`config.mk`:
```
export PLATFORM = sky130hd
export DESIGN_NAME = mult_exec_unit
export DESIGN_NICKNAME = d
export VERILOG_FILES = /design/src/rtl/mult_exec_unit.sv
export SDC_FILE = /design/constraint.sdc
export NUM_CORES = 2
export LEC_CHECK = 0
export BUFFER_PORTS_ARGS = -buffer_cell sky130_fd_sc_hd__buf_4
export CAP_MARGIN = 20
export CELL_PAD_IN_SITES_DETAIL_PLACEMENT = 0
export CELL_PAD_IN_SITES_GLOBAL_PLACEMENT = 1
export CORE_UTILIZATION = 54
export DETAILED_ROUTE_END_ITERATION = 8
export HOLD_SLACK_MARGIN = 0.1
export PLACE_DENSITY_LB_ADDON = 0.1
export SLEW_MARGIN = 5
export SYNTH_ARGS = -nofsm -noshare
export SYNTH_HDL_FRONTEND = slang
export SYNTH_SLANG_ARGS = --single-unit
```
`constraint.sdc`:
```
create_clock -name Clk -period 13 [get_ports Clk]
set_input_delay 0.65 -clock Clk [delete_from_list [all_inputs] [get_ports Clk]]
set_output_delay 0.65 -clock Clk [all_outputs]
set_load 0.01 [all_outputs]
```
`src/rtl/mult_exec_unit.sv`:
```
// Pipelined signed 32x32 multiply execution unit: consumes issue-queue entries,
// carries {tag, product} through LATENCY stages and requests the CDB at the last one.

module mult_exec_stage #(
  parameter int W = 69
) (
  input  logic         Clk,
  input  logic         Rst,
  input  logic         en,
  input  logic [W-1:0] d,
  output logic [W-1:0] q
);

  always_ff @(posedge Clk or posedge Rst) begin
    if (Rst)     q <= '0;
    else if (en) q <= d;
  end

endmodule

module mult_exec_unit #(
  parameter int LATENCY   = 4,
  parameter bit RESULT_HI = 1'b0
) (
  input  logic        Clk,
  input  logic        Rst,
  input  logic        IssueQue_Ready,
  input  logic [31:0] IssueQue_Rs_Data,
  input  logic [31:0] IssueQue_Rt_Data,
  input  logic [4:0]  IssueQue_Rd_Tag,
  output logic        Mult_Issue,
  output logic        Mult_Req,
  output logic [4:0]  Mult_Tag,
  output logic [31:0] Mult_Data,
  input  logic        CDB_Grant,
  input  logic        RB_Flush_Valid,
  output logic        Mult_Busy
);

  typedef struct packed {
    logic [4:0]  tag;
    logic [63:0] prod;
  } stage_t;

  localparam int SW = $bits(stage_t);

  logic [LATENCY:1] vld_pipe;
  logic             stall;
  logic [31:0]      op_a, op_b;
  logic [4:0]       op_tag;
  logic [63:0]      prod;
  stage_t           st_q [LATENCY:2];

  // Global stall: the whole pipe freezes while the finished result waits for grant.
  assign stall = vld_pipe[LATENCY] & ~CDB_Grant;

  // Reset gating keeps the queue from dropping an entry we would discard anyway.
  assign Mult_Issue = IssueQue_Ready & ~stall & ~RB_Flush_Valid & ~Rst;

  always_ff @(posedge Clk or posedge Rst) begin
    if (Rst)                 vld_pipe <= '0;
    else if (RB_Flush_Valid) vld_pipe <= '0;
    else if (!stall)         vld_pipe <= {vld_pipe[LATENCY-1:1], Mult_Issue};
  end

  // S1: operand capture
  always_ff @(posedge Clk or posedge Rst) begin
    if (Rst) begin
      op_a   <= '0;
      op_b   <= '0;
      op_tag <= '0;
    end else if (!stall) begin
      op_a   <= IssueQue_Rs_Data;
      op_b   <= IssueQue_Rt_Data;
      op_tag <= IssueQue_Rd_Tag;
    end
  end

  // Low 64 bits of the sign-extended product equal the signed 64-bit product.
  assign prod = {{32{op_a[31]}}, op_a} * {{32{op_b[31]}}, op_b};

  generate
    for (genvar s = 2; s <= LATENCY; s++) begin : g_stage
      stage_t d;
      if (s == 2) begin : g_mul
        assign d = {op_tag, prod};
      end else begin : g_pass
        assign d = st_q[s-1];
      end
      mult_exec_stage #(.W(SW)) u_stage (
        .Clk (Clk),
        .Rst (Rst),
        .en  (~stall),
        .d   (d),
        .q   (st_q[s])
      );
    end
  endgenerate

  assign Mult_Req  = vld_pipe[LATENCY];
  assign Mult_Tag  = st_q[LATENCY].tag;
  assign Mult_Data = RESULT_HI ? st_q[LATENCY].prod[63:32] : st_q[LATENCY].prod[31:0];
  assign Mult_Busy = |vld_pipe;

endmodule
```
==> flow_summary.ini <==
[grt]
antenna_found_initial = 0
overflow = 0
grt_max_degree = 111
grt_pass1_wl_mm = 93.0
grt_util_all_layers_pct = 27.8
grt_pass1_vias = 17300

[die]
coreArea_um2 = 42100
ios = 114
rows = 75
die_area_um2 = 43800
die_w_um = 209
start_util_pct = 55.1
die_h_um = 209

[sta]
slew_headroom_pct = 28.0
worst_clock_skew_ns = 0.0167
setup_violations = 0
finalMaxSlewViolations = 0
fmax_mhz = 133
fin_tns_setup_ns = 0
fin_crit_sh_pct = 58.0
final_hold_viol_count = 0
rsz0062_at_grt = false
worstMarginPinSlew_ns = 1.08
period_minus_slack_ns = 7.54

[detailed_routing]
first_pass_iters = 5
routed_via_density = 5.16
wire_per_inst_um = 17.9
drc = 0
vias = 16200
drt_iter0_drc = 955
wl_mm = 56.2
ant_nets = 0

[logic_synthesis]
synth.net_count = 3211
netlist_top_cells_count = nand2_1 (676), inv_1 (442), fa_1 (408), and2_1 (345), dfrtp_1 (184)
ys_types = 51
syn-cell-area_um2 = 23200
synth_seq_cells = 184
ys_warn_count = 0
synthArstFlopShare_pct = 100
synth_top_cell_by_area = fa_1
synthCells = 2579
synth_most_common_cell = nand2_1
avgSynthCellArea_um2 = 9.00
synth_flop_cell = dfrtp_1
yosysTopAreaCellShare_pct = 35.2
netlist_top_cells_area = fa_1 (35%), dfrtp_1 (20%), nand2_1 (11%)
synth_edf_count = 0
ys_seq_area_share_pct = 19.8

[cts]
clk_pin_slew_ns = 0.09
cts_resized = 0
clock_path_buffers = 2
htree_levels = 4
cts_buffers = 17
ctsHoldBuffers = 0
cts-root-buf = clkbuf_16
clk_latency_ns = 0.49
cts_setup_buffers = 0
cts_tree = yes
numClockSinks = 184

[critical_path]
crit_required_ns = 13.35
cp_max_fo = 28
worst-setup-path-type = flop to flop
end_kind = flop
start_kind = flop
arrival_ns = 7.89

[final_layout]
num_antenna_cells = 0
areaGrowthSynthToFinish_pct = 7.47
fin_nets = 3229
nFillCells = 3882
layout-drive-gt1-share_pct = 6.63

[outcome]
status = completed

[place]
gp_congestion = 0.896
numPortBuffers = 113
dp_hpwl_mm = 43.7

[worst_hold_path]
min_path_type = input port to async pin

[job]
drv_cap = 0
-- final timing paths --
check                                                             to  depth (start not counted)                                 from  slack [ns]
worst max-delay path            g_stage[2].u_stage.q[30]$_DFFE_PP0N_                         23                  op_b[5]$_DFFE_PP0N_        5.46
worst min-delay path            g_stage[4].u_stage.q[13]$_DFFE_PP0N_                          2                                  Rst        0.30
worst max register to register  g_stage[2].u_stage.q[30]$_DFFE_PP0N_                         23                  op_b[5]$_DFFE_PP0N_        5.46
worst min register to register   g_stage[3].u_stage.q[2]$_DFFE_PP0N_                          2  g_stage[2].u_stage.q[2]$_DFFE_PP0N_        0.47
max in group asynchronous                       op_b[28]$_DFFE_PP0N_                          3                                  Rst       11.19
min in group Clk                                 op_b[7]$_DFFE_PP0N_                          3                  IssueQue_Rt_Data[7]        0.35
-- state kept, by name, summed over array words and instances (netlist names) --
register and cells:
op_a 32, vld_pipe 4, g_stage.u_stage.q 111, op_b 32, op_tag 5
-- final cells by class --
type / count / area [um^2] / share of cell area, %
flip-flops and latches: 184 / 4600 / 18.5
repair buffers: 130 / 976 / 3.91
well taps: 539 / 674 / 2.71
clock inverters: 14 / 150 / 0.602
multi-input cells: 1822 / 16400 / 65.9
clock buffers: 17 / 425 / 1.71
inverters: 442 / 1670 / 6.68
-- critical path: stages (launching register included) --
cell and delay [ns]:
dfrtp_1 1.01, and2_1 0.26, fa_1 0.42, fa_1 0.50, fa_1 0.53, inv_1 0.05, fa_1 0.50, inv_1 0.06
fa_1 0.50, inv_1 0.05, fa_1 0.53, inv_1 0.05, fa_1 0.49, fa_1 0.43, ha_1 0.37, and4_1 0.26
and3_1 0.21, nand2_1 0.07, nor2_1 0.07, o311a_1 0.35, o21a_1 0.19, o21a_1 0.20, o2111ai_1 0.18, o211ai_1 0.12
-- layout by cell type (no fill, tap or decap), types with 3 or more instances in the layout --
cell and instances:
a21o_1 7, nor2_1 29, a211o_1 3, nand2b_1 3
o21ai_0 22, and3_1 4, clkbuf_16 17, inv_8 5
inv_6 4, nand2_1 676, o21a_1 4, dfrtp_1 184
a21oi_1 37, o21ai_1 3, a211oi_1 4, xor2_1 20
ha_1 150, and2_1 345, buf_4 130, o31ai_1 4
nor3_1 6, xnor2_1 62, fa_1 408, clkinv_8 3
inv_1 441, nand3_1 4
-- stage by stage --
step	cells	hold WS (ns)	util, %	instance area [um^2]	setup slack (ns)
final	3148	0.303	59.2	24900	5.46
after global routing	3148	0.339	59.2	24900	5.11
after CTS	3148	0.310	59.2	24900	5.46
after detailed placement	3117	0.453	57.8	24400	5.45
after global placement	3117	0.449	57.8	24400	5.63
after floorplan	2579	0.439	-	23200	6.16
-- per-layer routing --
metal	part of all wire, %	track usage [%]
met5	0	0
met4	3.8	11.8
met3	3.9	3.34
met2	48	45.8
met1	45	37.3
-- cell families (layout without fill, tap and decap cells) --
logic type	count (synthesis)	after routing	synth area share [%]
flops	184	184	19.8
compound gates	100	100	2.77
buf+inv	573	603	9.35
xor+xnor	82	82	3.10
mux	1	1	0.0431
simple gates	1081	1081	21.6
fa+ha+maj	558	558	43.3
Power is not shown: default switching activity piles up to over one toggle a cycle in this logic, so the estimate is an artifact.
